### src/rtl/plab5_mcore_mem_net_req_adapter_pkg.sv
// Shared plab5 mcore constants: destination-mode encodings, region
// boundary defaults and memory/network message width helpers.
package plab5_mcore_mem_net_req_adapter_pkg;

  typedef enum logic {
    DEST_INTERLEAVE = 1'b0,
    DEST_REGION     = 1'b1
  } dest_mode_e;

  localparam int DEST_MODE_INTERLEAVE = 0;
  localparam int DEST_MODE_REGION     = 1;

  localparam logic [31:0] INST_BOUNDARY_DEFAULT = 32'h4000;
  localparam logic [31:0] DATA_BOUNDARY_DEFAULT = 32'hc000;

  localparam int MEM_TYPE_NBITS = 3;

  // Byte-length field of a memory request.
  function automatic int mem_len_nbits(int d);
    return $clog2(d / 8);
  endfunction

  // {type, opaque, addr, len, data}
  function automatic int mem_req_nbits(int o, int a, int d);
    return MEM_TYPE_NBITS + o + a + mem_len_nbits(d) + d;
  endfunction

  // {dest, src, opaque, payload}
  function automatic int net_msg_nbits(int p, int o, int s);
    return s + s + o + p;
  endfunction

endpackage

### src/rtl/plab5_mcore_mem_net_req_adapter_queue.sv
// Circular request buffer with val/rdy on both sides.
// Entries are dropped by clearing pointers on reset.
module plab5_mcore_ReqQueue #(
  parameter int p_depth = 2,
  parameter int p_nbits = 8,
  localparam int aw = $clog2(p_depth),
  localparam int cw = $clog2(p_depth + 1)
)(
  input  logic               clk,
  input  logic               reset,
  input  logic               enq_val,
  output logic               enq_rdy,
  input  logic [p_nbits-1:0] enq_msg,
  output logic               deq_val,
  input  logic               deq_rdy,
  output logic [p_nbits-1:0] deq_msg,
  output logic [cw-1:0]      count
);

  localparam logic [cw-1:0] full_cnt = cw'(p_depth);
  localparam logic [aw-1:0] last_ptr = aw'(p_depth - 1);

  logic [p_nbits-1:0] mem [p_depth];
  logic [aw-1:0]      wr_ptr;
  logic [aw-1:0]      rd_ptr;
  logic               enq_fire;
  logic               deq_fire;

  assign enq_rdy  = (count != full_cnt);
  assign deq_val  = (count != '0);
  assign deq_msg  = mem[rd_ptr];
  assign enq_fire = enq_val && enq_rdy;
  assign deq_fire = deq_val && deq_rdy;

  always_ff @(posedge clk) begin
    if (enq_fire) begin
      mem[wr_ptr] <= enq_msg;
    end
  end

  always_ff @(posedge clk or negedge reset) begin
    if (!reset) begin
      wr_ptr <= '0;
    end else if (enq_fire) begin
      wr_ptr <= (wr_ptr == last_ptr) ? '0 : wr_ptr + aw'(1);
    end
  end

  always_ff @(posedge clk or negedge reset) begin
    if (!reset) begin
      rd_ptr <= '0;
    end else if (deq_fire) begin
      rd_ptr <= (rd_ptr == last_ptr) ? '0 : rd_ptr + aw'(1);
    end
  end

  always_ff @(posedge clk or negedge reset) begin
    if (!reset) begin
      count <= '0;
    end else begin
      unique case ({enq_fire, deq_fire})
        2'b10:   count <= count + cw'(1);
        2'b01:   count <= count - cw'(1);
        default: count <= count;
      endcase
    end
  end

endmodule

### src/rtl/plab5_mcore_mem_net_req_adapter.sv
// Converts core memory requests into network control/data flits,
// choosing the destination bank and tracking in-flight requests.
module plab5_mcore_mem_net_req_adapter
  import plab5_mcore_mem_net_req_adapter_pkg::*;
#(
  parameter int          p_net_src           = 0,
  parameter int          p_num_banks         = 2,
  parameter int          p_mem_opaque_nbits  = 8,
  parameter int          p_mem_addr_nbits    = 32,
  parameter int          p_mem_data_nbits    = 32,
  parameter int          p_net_opaque_nbits  = 4,
  parameter int          p_net_srcdest_nbits = 3,
  parameter int          p_cacheline_nwords  = 4,
  parameter int          p_single_bank       = 0,
  parameter int          p_dest_mode         = DEST_MODE_REGION,
  parameter logic [31:0] p_inst_boundary     = INST_BOUNDARY_DEFAULT,
  parameter logic [31:0] p_data_boundary     = DATA_BOUNDARY_DEFAULT,
  parameter int          p_queue_depth       = 2,
  parameter int          p_max_outstanding   = 4,
  localparam int mw  = mem_req_nbits(p_mem_opaque_nbits,
                                     p_mem_addr_nbits,
                                     p_mem_data_nbits),
  localparam int npc = mw - p_mem_data_nbits,
  localparam int nw  = net_msg_nbits(npc + 1,
                                     p_net_opaque_nbits,
                                     p_net_srcdest_nbits),
  localparam int ow  = $clog2(p_max_outstanding + 1)
)(
  input  logic                        clk,
  input  logic                        reset,
  input  logic                        mode,
  input  logic                        domain,
  input  logic                        mem_req_val,
  output logic                        mem_req_rdy,
  input  logic [mw-1:0]               mem_req_msg,
  output logic                        net_val,
  input  logic                        net_rdy,
  output logic [nw-1:0]               net_msg_control,
  output logic [p_mem_data_nbits-1:0] net_msg_data,
  input  logic                        resp_done,
  output logic [ow-1:0]               outstanding
);

  localparam int mo  = p_mem_opaque_nbits;
  localparam int ma  = p_mem_addr_nbits;
  localparam int md  = p_mem_data_nbits;
  localparam int no  = p_net_opaque_nbits;
  localparam int ns  = p_net_srcdest_nbits;
  localparam int ml  = mem_len_nbits(md);
  localparam int lsb = 2 + $clog2(p_cacheline_nwords);
  localparam int bb  = $clog2(p_num_banks);
  localparam int cw  = $clog2(p_queue_depth + 1);

  localparam logic [ns-1:0] src      = ns'(p_net_src);
  localparam logic          src_odd  = p_net_src[0];
  localparam dest_mode_e    dm       = dest_mode_e'(p_dest_mode[0]);
  localparam logic [ma-1:0] inst_bnd = ma'(p_inst_boundary);
  localparam logic [ma-1:0] data_bnd = ma'(p_data_boundary);
  localparam logic [31:0]   max_o    = 32'(p_max_outstanding);

  typedef struct packed {
    logic [MEM_TYPE_NBITS-1:0] kind;
    logic [mo-1:0]             opaque;
    logic [ma-1:0]             addr;
    logic [ml-1:0]             len;
    logic [md-1:0]             data;
  } mem_req_t;

  typedef struct packed {
    logic          mode;
    logic          domain;
    logic [ns-1:0] dest;
    logic [ns-1:0] src;
    logic [no-1:0] opaque;
    logic [npc:0]  payload;
    logic [md-1:0] data;
  } entry_t;

  mem_req_t      req;
  entry_t        enq_entry;
  entry_t        head;
  logic [ns-1:0] dest;
  logic [ma-1:0] bnd;
  logic [no-1:0] seq;
  logic [cw-1:0] count;
  logic [31:0]   inflight;
  logic          cap_ok;
  logic          enq_val;
  logic          enq_rdy;
  logic          enq_fire;
  logic          deq_val;
  logic          deq_fire;
  logic          unused_head;

  assign req = mem_req_msg;
  assign bnd = mode ? data_bnd : inst_bnd;

  always_comb begin
    dest = '0;
    if (p_single_bank == 0) begin
      if (dm == DEST_INTERLEAVE) begin
        dest = ns'(req.addr[lsb +: bb]);
      end else if (req.addr >= bnd) begin
        dest = ns'(1'b1);
      end
    end
  end

  // Source id overwrites the top opaque bits so responses route home.
  always_comb begin
    enq_entry         = '0;
    enq_entry.mode    = mode;
    enq_entry.domain  = domain;
    enq_entry.dest    = dest;
    enq_entry.src     = src;
    enq_entry.opaque  = seq;
    enq_entry.payload = {~src_odd, req.kind,
                         src, req.opaque[mo-ns-1:0],
                         req.addr, req.len};
    enq_entry.data    = req.data;
  end

  // Queued entries count against the in-flight limit before issue.
  assign inflight    = 32'(outstanding) + 32'(count);
  assign cap_ok      = inflight < max_o;
  assign enq_val     = mem_req_val && cap_ok && reset;
  assign mem_req_rdy = reset && enq_rdy && cap_ok;
  assign enq_fire    = mem_req_val && mem_req_rdy;
  assign deq_fire    = deq_val && net_rdy;

  plab5_mcore_ReqQueue #(
    .p_depth (p_queue_depth),
    .p_nbits ($bits(entry_t))
  ) u_queue (
    .clk     (clk),
    .reset   (reset),
    .enq_val (enq_val),
    .enq_rdy (enq_rdy),
    .enq_msg (enq_entry),
    .deq_val (deq_val),
    .deq_rdy (net_rdy),
    .deq_msg (head),
    .count   (count)
  );

  assign net_val         = deq_val;
  assign net_msg_control = {head.dest, head.src,
                            head.opaque, head.payload};
  assign net_msg_data    = head.data;
  assign unused_head     = ^{head.mode, head.domain};

  always_ff @(posedge clk or negedge reset) begin
    if (!reset) begin
      seq <= '0;
    end else if (enq_fire) begin
      seq <= seq + no'(1);
    end
  end

  always_ff @(posedge clk or negedge reset) begin
    if (!reset) begin
      outstanding <= '0;
    end else if (deq_fire && !resp_done) begin
      outstanding <= outstanding + ow'(1);
    end else if (!deq_fire && resp_done && outstanding != '0) begin
      outstanding <= outstanding - ow'(1);
    end
  end

endmodule

### config.mk
export PLATFORM = sky130hd
export DESIGN_NAME = plab5_mcore_mem_net_req_adapter
export DESIGN_NICKNAME = d
export VERILOG_FILES = /design/src/rtl/plab5_mcore_mem_net_req_adapter_pkg.sv /design/src/rtl/plab5_mcore_mem_net_req_adapter_queue.sv /design/src/rtl/plab5_mcore_mem_net_req_adapter.sv
export SDC_FILE = /design/constraint.sdc
export NUM_CORES = 1
export LEC_CHECK = 0
export ABC_CLOCK_PERIOD_IN_PS = 17170
export BUFFER_PORTS_ARGS = -buffer_cell sky130_fd_sc_hd__buf_2
export CAP_MARGIN = 20
export CORE_MARGIN = 2
export CORE_UTILIZATION = 58
export CTS_CLUSTER_SIZE = 25
export DETAILED_ROUTE_END_ITERATION = 10
export PLACE_DENSITY = 0.92
export SYNTH_ARGS = -nofsm -noshare
export SYNTH_HDL_FRONTEND = slang
export SYNTH_HIERARCHICAL = 1
export SYNTH_SLANG_ARGS = --single-unit
### constraint.sdc
create_clock -name clk -period 17.17 [get_ports clk]
set_clock_uncertainty 0.05 [all_clocks]
set_input_delay 1.717 -clock clk [delete_from_list [all_inputs] [get_ports clk]]
set_output_delay 1.717 -clock clk [all_outputs]
set_load 0.05 [all_outputs]
* Yosys cells after proc, flatten, opt, wreduce, memory -nomap -nowiden
Memory sizes are Yosys's and may differ from the RTL's.
Cells that the tools add are included.
W data, S select, Z words.
** Word-level totals
- Register bits :: 11
- Bits in writable memories :: 162
- Bits of input ports :: 84
- Output and inout port bits :: 93
- Word-level logic and storage cells :: 44
- Memories kept :: 1
** Memories
- u_queue.mem :: words 2, bits a word 81, rd ports 1, clocked after memory_dff 0, write ports 1, RTL line plab5_mcore_mem_net_req_adapter_queue.sv:23 : logic [p_nbits-1:0] mem [p_depth];
** Operators by class
- Add/sub/neg operators :: 8
- Order comparisons :: 2
- Eq/ne operators :: 3
- Muxes and demuxes :: 9
- Reduce and logical (&&, ||, !) cells :: 16
** Operators by type and width (number)
- $ge A32 B16 Y1 :: 1
- $mux W16 :: 1
- $logic_and A1 B1 Y1 :: 10
- $mux W3 :: 2
- $reduce_bool A2 Y1 :: 3
- $mux W1 :: 5
- $add A3 B2 Y4 :: 1
- $add A4 B1 Y4 const B :: 1
- $lt A4 B3 Y1 const B :: 1
- $pmux W2 S2 :: 1
- $add A3 B1 Y3 const B :: 1
- $reduce_bool A3 Y1 :: 1
- $sub A3 B1 Y3 const B :: 1
- $add A1 B1 Y1 const B :: 2
- $add A2 B1 Y2 const B :: 1
- $eq A2 B1 Y1 const B :: 1
- $eq A2 B2 Y1 const B :: 1
- $logic_not A1 Y1 :: 2
- $ne A2 B2 Y1 const B :: 1
- $sub A2 B1 Y2 const B :: 1

* Logic depth before layout (Yosys ltp)
- Word-level depth :: 7
- Depth in mapped cells :: 8
- Depth with buffers taken out :: 8

* By module
Netlist, hierarchy kept.
** Modules (own cells, without submodules)
- plab5_mcore_ReqQueue :: times used 1, cells each 297, area an instance 7139.3 µm², sequential area each 5505.3 µm²
- plab5_mcore_mem_net_req_adapter :: times used 1, cells each 51, area an instance 525.5 µm², sequential area each 175.2 µm²

* Worst setup path before layout
OpenSTA, ideal clock, no wires.
- Kind :: input -> register
- Start point :: input mem_req_val
- End point :: memory u_queue/mem[0][0] (netlist name), enable pin
- Setup time :: 0.540 ns
- Data arrival time :: 5.870 ns
- Data required time :: 16.580 ns
- Path slack :: 10.710 ns
- Cell stages on the path :: 4
- Buffers on the path :: 0
- Path through :: nand2_1 -> nor4_1 -> nand2_1 -> nor2_1
** On the way
- Longest elaborated chain between the ends :: 5
** RTL lines
- start, declared :: RTL line plab5_mcore_mem_net_req_adapter.sv:33 : input logic mem_req_val,
- $logic_and A1 B1 Y1 (2 in a row) :: RTL line plab5_mcore_mem_net_req_adapter.sv:126 : assign enq_val = mem_req_val && cap_ok && reset;
- net enq_val :: RTL line plab5_mcore_mem_net_req_adapter.sv:88 : logic enq_val;
- $logic_and A1 B1 Y1 :: RTL line plab5_mcore_mem_net_req_adapter_queue.sv:32 : assign enq_fire = enq_val && enq_rdy;
- $mux W1 :: RTL line plab5_mcore_mem_net_req_adapter_queue.sv:36 : if (enq_fire) begin
- $mux W1 (not written as such) :: RTL line plab5_mcore_mem_net_req_adapter_queue.sv:37 : mem[wr_ptr] <= enq_msg;
- end, declared :: RTL line plab5_mcore_mem_net_req_adapter_queue.sv:23
The timed path passes the listed nets, and every way through them passes these cells.

==> results.md <==
- Net Sw Power: 629.6 uW
- First-pass GRT wire length: 19950 um
- GRT Util Overall: 0.1895
- Buffer count from post-CTS setup fixing: 0
- Hold Path Depth: 1
- Fin. max-slew vios: 0
- FF-to-FF Start: outstanding[1]
- Via-per-instance ratio: 5.063
- Sequential share of power: 0.378
- CP peak stage delay: 0.97 ns
- Critical path's slowest cell: dfrtp_4
- I/O pin count: 177
- Reg2reg setup slack: 13.98 ns
- Core Region: 0.01262 sq mm
- Critical path peak fanout: 45
- Drt pass-1 iters: 4
- Worst-path clk slew: 0.06 ns
- Initial Util: 0.5955
- Cts bufs inserted: 17
- Hold EP: seq[3]
- Post-Syn Area: 0.007515 sq mm
- Internal power: 1035 uW
- Drt initial violations: 245
- Diode count: 0
- Largest net degree at the start of global routing: 47
- Clk pwr share: 0.233
- Pwr/cell area: 183.1 mW/mm^2
- DRC errors left: 0
- Leakage power total: 0.003663 uW
- Slew at the pin with the worst max-slew slack: 0.8341 ns
- NumNets Final: 632
- Crit end category: output pin
- CTS tree: built
- Initial antenna violation count: 0
- Number of global-route vias before repair: 3925
- Final worst path period need: 4.611 ns
- Port Buf Inserts: 172
- Horiz. Die Dim: 117.8 um
- Peak VDD IR: 153.8 uV
- Gpl congestion: 0.7152
- FF-to-FF End: u_queue/mem[1][1]
- Final setup vio count: 0
- Max clock buf depth: 2
- Layout cells sized above 1: 0.5407
- Hold_buf cts: 0
- Worst-path cell chain: buf_4, mux2_2, buf_2
- Status: complete, no violations
- Setup_tns: 0 ns
- Later-pin clock latency in the skew report: 0.42 ns
- Final antenna-violating net count: 0
- Tcrit/Tclk final: 0.2685
- Drt total wl: 12550 um
- DR vias: 3671
- HPWL Detailed: 8488 um
- Utilization after layout: 0.7203
- Synthesized instance count: 342
- Hold_sp: seq[3]
- RSZ-0062 raised after global routing: no
- Clk root buf: clkbuf_16
- Clock sinks: 187
- Max-cap violation count: 0
- Row count: 41
- Sw Ratio: 0.3782
- Area Overhead vs Synth: 20.96%
- Worst slew margin: 0.4439
- Final Hold Viols: 0
- Comb power frac: 0.389
- Arrival @ worst endpoint: 2.84 ns
- Wire per inst: 17.30 um
- Synth warn: 6
- Number of cells on the worst reg-to-reg path: 5
- H-tree levels: 4
- Chip Height: 117.8 um
- Die area: 0.01388 sq mm
- CP required: 15.40 ns
- Hold WC Path Type: reg -> reg
- Mean Syn Cell Area: 21.97 sq um
- CTS resizes: 0
- Max Fclk: 0.2169 GHz
- Congestion Overflow GR: 0
- Critical path launch point type: flop
- Crit Path Category: reg -> out
==> flip-flops by register name (all words and copies together) (netlist names) <==
register,cells
seq,4
outstanding,3
u_queue/mem,176
u_queue/count,2
u_queue/rd_ptr,1
u_queue/wr_ptr,1
==> per-layer routing <==
metal	track usage	up-vias	part of all wire
li1	-	1734	-
met2	0.3209	116	0.52
met5	0	-	0
met4	0.07078	0	0.021
met3	0.06783	24	0.060
met1	0.2231	1797	0.40
==> power by group through the flow <==
| stage | sequential (uW) | combinational (uW) | clock, uW |
|---|---|---|---|
| after floorplan | 618 | 590 | 0 |
| after global placement | 632 | 639 | 0 |
| after detailed placement | 639 | 652 | 0 |
| after CTS | 631 | 653 | 396 |
| after global routing | 637 | 676 | 415 |
| final | 630 | 647 | 388 |
==> stage by stage <==
| step | std cells | hold slack, ns | cell area (sq um) | power, uW | setup WS, ns |
|---|---|---|---|---|---|
| final | 725 | 0.4522 | 9090 | 1665 | 12.56 |
| after global routing | 725 | 0.4773 | 9090 | 1728 | 12.43 |
| after CTS | 725 | 0.4656 | 9090 | 1679 | 12.51 |
| after detailed placement | 696 | 0.4559 | 8506 | 1291 | 12.82 |
| after global placement | 696 | 0.4219 | 8506 | 1271 | 12.86 |
| after floorplan | 358 | 0.4040 | 7575 | 1208 | 10.80 |
==> area by class of cell <==
cell class | count | area, sq um
Inverter | 2 | 7.507
Sequential cell | 187 | 5564
Multi-Input combinational cell | 159 | 1828
Clock inverter | 10 | 151.4
Fill cell | 797 | 3530
Timing Repair Buffer | 176 | 890.9
Clock buffer | 19 | 432.9
Tap cell | 172 | 215.2
==> critical path: cells and delay by family (launching register included) <==
kind     cells  cell delay, ns
buf+inv      2            1.00
mux          1            0.41
flops        1            0.97
==> layout by cell type (no fill, tap or decap), types with 2 or more instances in the layout <==
| cell type | n |
|---|---|
| bufinv_16 | 4 |
| buf_4 | 4 |
| o21ai_0 | 3 |
| xor2_1 | 4 |
| clkinv_2 | 3 |
| dfrtp_1 | 10 |
| xnor2_1 | 4 |
| buf_2 | 172 |
| clkbuf_1 | 2 |
| nor4_1 | 3 |
| mux2_4 | 88 |
| conb_1 | 18 |
| nor3_1 | 3 |
| ha_1 | 4 |
| o21a_1 | 2 |
| nand4_1 | 2 |
| clkinv_1 | 2 |
| edfxtp_1 | 176 |
| clkbuf_16 | 17 |
| nand2_1 | 4 |
| inv_1 | 2 |
| nor2_1 | 4 |
==> how the worst max path moves through the flow <==
| stage | start | endpoint | depth (start not counted) |
|---|---|---|---|
| 3_5_place_dp | reset | mem_req_rdy | 4 |
| 4_1_cts | u_queue/rd_ptr | net_msg_control[40] | 3 |
| 2_1_floorplan | mem_req_val | u_queue/mem[0][0] | 4 |
| 3_3_place_gp | reset | mem_req_rdy | 4 |
| 6_report | u_queue/rd_ptr | net_msg_control[40] | 3 |
| 5_1_grt | u_queue/rd_ptr | net_msg_control[40] | 3 |
No activity file was read; power rests on OpenSTA's default activity.
